## config.mk

```make
export PLATFORM = sky130hd
export DESIGN_NAME = truth_table_sweeper
export DESIGN_NICKNAME = d
export VERILOG_FILES = /design/src/rtl/truth_table_sweeper.sv
export SDC_FILE = /design/constraint.sdc
export NUM_CORES = 1
export LEC_CHECK = 0
export CELL_PAD_IN_SITES_DETAIL_PLACEMENT = 0
export CELL_PAD_IN_SITES_GLOBAL_PLACEMENT = 2
export CORE_ASPECT_RATIO = 1.5
export CORE_MARGIN = 2
export CORE_UTILIZATION = 30
export DETAILED_ROUTE_END_ITERATION = 10
export GPL_ROUTABILITY_DRIVEN = 0
export GPL_TIMING_DRIVEN = 1
export PLACE_DENSITY_LB_ADDON = 0.1
export SETUP_SLACK_MARGIN = 0.02
export SYNTH_ARGS = -nofsm -noshare
export SYNTH_HDL_FRONTEND = slang
export SYNTH_SLANG_ARGS = --single-unit
```

## constraint.sdc

```tcl
create_clock -name clk -period 3 [get_ports clk]
set_clock_uncertainty 0.2 [all_clocks]
set_input_delay 0.6 -clock clk [delete_from_list [all_inputs] [get_ports clk]]
set_output_delay 0.6 -clock clk [all_outputs]
set_load 0.005 [all_outputs]
```

## src/rtl/truth_table_sweeper.sv

```systemverilog
// truth_table_sweeper: sweeps all input patterns through a netlist and streams (input, response) pairs with a signature
module truth_table_sweeper #(
  parameter int N_IN          = 4,
  parameter int N_OUT         = 15,
  parameter int SETTLE_CYCLES = 1
) (
  input  logic             clk,
  input  logic             rst,
  input  logic             start,
  input  logic             abort,
  output logic             busy,
  output logic             done,
  output logic [N_IN-1:0]  dut_x,
  input  logic [N_OUT-1:0] dut_f,
  output logic             out_valid,
  input  logic             out_ready,
  output logic [N_IN-1:0]  out_vec,
  output logic [N_OUT-1:0] out_resp,
  output logic [N_OUT-1:0] signature
);
  typedef enum logic [1:0] {IDLE, SETTLE, EMIT, DONE} state_t;
  localparam int CW = $clog2(SETTLE_CYCLES + 1);
  localparam logic [CW-1:0] CNT_LAST = CW'(SETTLE_CYCLES - 1);
  state_t state_q, state_d;
  logic [CW-1:0] cnt_q, cnt_d;
  logic busy_q, busy_d, done_q, done_d, out_valid_q, out_valid_d;
  logic [N_IN-1:0] dut_x_q, dut_x_d, out_vec_q, out_vec_d;
  logic [N_OUT-1:0] out_resp_q, out_resp_d, signature_q, signature_d;
  // next state: abort wins over everything; the final pattern parks in DONE instead of wrapping
  always_comb begin
    state_d = state_q;
    cnt_d = cnt_q;
    done_d = done_q;
    out_valid_d = out_valid_q;
    dut_x_d = dut_x_q;
    out_vec_d = out_vec_q;
    out_resp_d = out_resp_q;
    signature_d = signature_q;
    if (abort) begin
      state_d = IDLE;
      done_d = 1'b0;
      out_valid_d = 1'b0;
    end else begin
      case (state_q)
        IDLE, DONE: if (start) begin
          dut_x_d = '0;
          signature_d = '0;
          done_d = 1'b0;
          cnt_d = '0;
          state_d = SETTLE;
        end
        SETTLE: begin
          cnt_d = cnt_q + CW'(1);
          if (cnt_q == CNT_LAST) begin
            out_resp_d = dut_f;
            out_vec_d = dut_x_q;
            out_valid_d = 1'b1;
            state_d = EMIT;
          end
        end
        EMIT: if (out_valid_q && out_ready) begin
          signature_d = ((signature_q << 1) | (signature_q >> (N_OUT - 1))) ^ out_resp_q;
          out_valid_d = 1'b0;
          if (&dut_x_q) begin
            state_d = DONE;
            done_d = 1'b1;
          end else begin
            dut_x_d = dut_x_q + N_IN'(1);
            cnt_d = '0;
            state_d = SETTLE;
          end
        end
      endcase
    end
    busy_d = (state_d == SETTLE) || (state_d == EMIT);
  end
  // state and datapath registers
  always_ff @(posedge clk or posedge rst) begin
    if (rst) begin
      state_q <= IDLE;
      cnt_q <= '0;
      busy_q <= 1'b0;
      done_q <= 1'b0;
      out_valid_q <= 1'b0;
      dut_x_q <= '0;
      out_vec_q <= '0;
      out_resp_q <= '0;
      signature_q <= '0;
    end else begin
      state_q <= state_d;
      cnt_q <= cnt_d;
      busy_q <= busy_d;
      done_q <= done_d;
      out_valid_q <= out_valid_d;
      dut_x_q <= dut_x_d;
      out_vec_q <= out_vec_d;
      out_resp_q <= out_resp_d;
      signature_q <= signature_d;
    end
  end
  assign busy = busy_q;
  assign done = done_q;
  assign out_valid = out_valid_q;
  assign dut_x = dut_x_q;
  assign out_vec = out_vec_q;
  assign out_resp = out_resp_q;
  assign signature = signature_q;
endmodule
```

==> summary.txt <==
Global route
  • M3 GR Usage: 0.03128
  • First-pass GRT wire length: 7.776 mm
  • Initial antenna violation count: 0
  • Met2 usage: 0.2183
  • GRT Total Usage: 0.1307
  • Largest net degree at the start of global routing: 37
  • GR Overflow Total: 0
  • Met1 usage: 0.1624
  • GRT busiest layer: met2
  • Vias in the first global route: 1610

Drt
  • Drt wl/cell: 14.14 um
  • Post-route ant nets: 0
  • Routed via count: 1571
  • Detailed Route Iter0 Violations: 85
  • DR pass1 iterations: 4
  • DR vias/cell: 4.790
  • Overall routed net length: 4.637 mm
  • Remaining DRCs: 0

Place
  • Post-DP HPWL: 3.245 mm
  • Placed insts: 320
  • PortBufs: 60

Synthesis
  • Synthesized flop and latch total: 44
  • Synth top area cells: dfrtp_1 (53%), mux2_2 (11%), nand2_1 (6.7%)
  • Synth top area share: 0.5295
  • Mapped Avg Cell Area: 11.18 sq um
  • Synth Net Count: 209
  • Area leader, netlist: dfrtp_1
  • Synth warn: 0
  • Cell variety after synth: 32
  • Seq/Total Area, Yosys: 0.5295
  • Synth Instances: 186
  • Mapped cell area: 2079 sq um

Clock tree
  • CTS tree: built
  • Bufs on Longest Clock Path: 2
  • Post-CTS sizing: 0
  • Post-CTS Setup Repair Bufs: 0
  • Root buffer cell: clkbuf_8
  • Worst skew pair latency: 0.29 ns
  • Num CTS Buffers: 5
  • Clock sink count: 44
  • Cts hold-fix bufs: 0
  • H-tree levels: 2
  • Clock slew at reported path FFs: 0.08 ns

Setup path
  • Worst Setup SP: state_q[0]
  • Worst r2r path cells: 6
  • Slowest stage delay, CP: 0.62 ns
  • Setup crit end: dut_x[3]
  • R2R Path End: dut_x[3]
  • CP max stage cell: or4_4
  • Worst R2R Setup Slack: 0.79 ns
  • CP Class: flop to flop
  • Reg2reg start: state_q[0]
  • CP Max Fanout: 16
  • Critical Path End Type: flop
  • Sequence of cells on the critical path: inv_1 -> ha_1 -> a21boi_4 -> or4_4 -> nor2_4 -> a2bb2oi_2
  • CP arrival: 2.23 ns
  • Worst EP required: 3.02 ns
  • Worst Setup Start Kind: flop

Final layout
  • Ant. Diodes: 0
  • Fin cells: 328
  • Syn-to-layout area delta: 37.00%
  • Final nets: 272
  • Commonest non-fill, non-tap cell in the layout: clkdlybuf4s50_1
  • Layout cells sized above 1: 0.1640
  • FILL cells: 681
  • Commonest cells after routing, fill and taps aside: clkdlybuf4s50_1 (60), dfrtp_1 (44), nand2_1 (37), mux2_2 (21), nand3_1 (16)

Timing
  • Fmax: 453.1 MHz
  • Final min period: 2.207 ns
  • Period utilization: 0.7356
  • RSZ-0062 raised after global routing: no
  • Final hold violation count: 0
  • Total negative slack: 0 ns
  • Count of final max-slew check failures: 0
  • Final setup vio count: 0
  • Relative slew slack: 0.4865
  • Actual slew at the worst max-slew pin: 0.7692 ns

Floorplanning
  • Site Rows: 37
  • Die Wd: 71.98 um
  • Die ar.: 7627 sq um
  • Die Y: 106.0 um
  • Starting density of the core: 0.3056
  • I/O pin count: 61
  • Core box area: 6805 sq um

Worst hold path
  • Worst hold path type: flop to flop

Pwr
  • Pwr dens: 899.6 nW/um^2
  • Worst vdd rail ir drop: 0.0002962 V
  • P_leak: 1.319 nW

Status
  • Status: completed

Flow run
  • Max-cap viol count: 0
## synthesized netlist by cell type
master and number:
a21bo_1 1, o21a_1 2, nand3_1 16, xor2_1 15, or3_1 1, a211oi_1 1
a31oi_1 1, o21bai_1 2, nand2b_1 2, inv_1 4, buf_6 4, nor4_1 1
a221o_1 1, and2_1 1, o21ai_0 3, nor2_4 1, clkbuf_1 3, buf_2 1
or4_4 1, nor2_1 2, ha_1 3, mux2i_1 2, nor3_1 1, a2bb2oi_2 1
nand2_1 37, nor2b_1 5, nand4_1 2, a21boi_4 1, dfrtp_1 44, a21oi_1 4
buf_4 2, mux2_2 21
## sequential cells by signal, summed over array words and instances, names as in the netlist
| register | cells |
|---|---|
| out_vec | 4 |
| signature | 15 |
| state_q | 2 |
| cnt_q | 1 |
| done | 1 |
| out_valid | 1 |
| dut_x | 4 |
| busy | 1 |
| out_resp | 15 |
## worst min-delay path by stage
stage / startpoint / to / slack, ns / cells after the start
after floorplan: signature[14] / signature[14] / 0.30 / 2
after global placement: out_vec[3] / out_vec[3] / 0.29 / 1
after detailed placement: out_vec[3] / out_vec[3] / 0.30 / 1
after CTS: out_vec[3] / out_vec[3] / 0.32 / 1
after global routing: out_vec[1] / out_vec[1] / 0.33 / 1
final: out_vec[3] / out_vec[3] / 0.31 / 1
## cell type report
cell class,count,area (sq um),area share
inverters,4,15.01,0.005270
repair buffers,66,645.6,0.2266
flip-flops and latches,44,1101,0.3865
multi-input cells,128,895.9,0.3144
well taps,78,97.59,0.03426
clock buffers,7,86.33,0.03030
clock inverters,1,7.507,0.002635
## per-layer routing
metal | share of wire | wire (um)
met5 | 0 | 0
met4 | 0.013 | 61
met3 | 0.048 | 223
met2 | 0.51 | 2383
met1 | 0.42 | 1968
## stage by stage
step	worst slack [ns]	cell area (sq um)	util	total power [mW]	hold slack (ns)
6_report	0.7932	2849	0.4186	2.563	0.3100
5_1_grt	0.5988	2849	0.4186	2.774	0.3339
4_1_cts	0.7606	2849	0.4186	2.620	0.3153
3_5_place_dp	0.5292	2755	0.4049	2.210	0.2953
3_3_place_gp	0.5530	2755	0.4049	2.218	0.2915
2_1_floorplan	1.017	2079	-	1.645	0.2970
## cells by family after synthesis
family | after synthesis | synth area share
xor+xnor | 15 | 0.06318
flops | 44 | 0.5295
buf+inv | 14 | 0.04391
simple gates | 70 | 0.1582
mux | 23 | 0.1233
compound gates | 17 | 0.06378
fa+ha+maj | 3 | 0.01805
## power by group
part | switching, mW | internal [mW]
Clock | 0.200 | 0.187
Combinational | 0.462 | 0.695
Sequential | 0.208 | 0.810
Total | 0.870 | 1.69
## worst max-delay path, delay by kind of cell (launching register included)
family / cells / cell delay [ns]
AND/OR/NAND/NOR: 2 / 0.77
adder cells (fa/ha/maj): 1 / 0.39
AO/OA/AOI/OAI: 2 / 0.36
flip-flops: 1 / 0.35
buffers and inverters: 1 / 0.07
(Power assumes the default switching activity.)
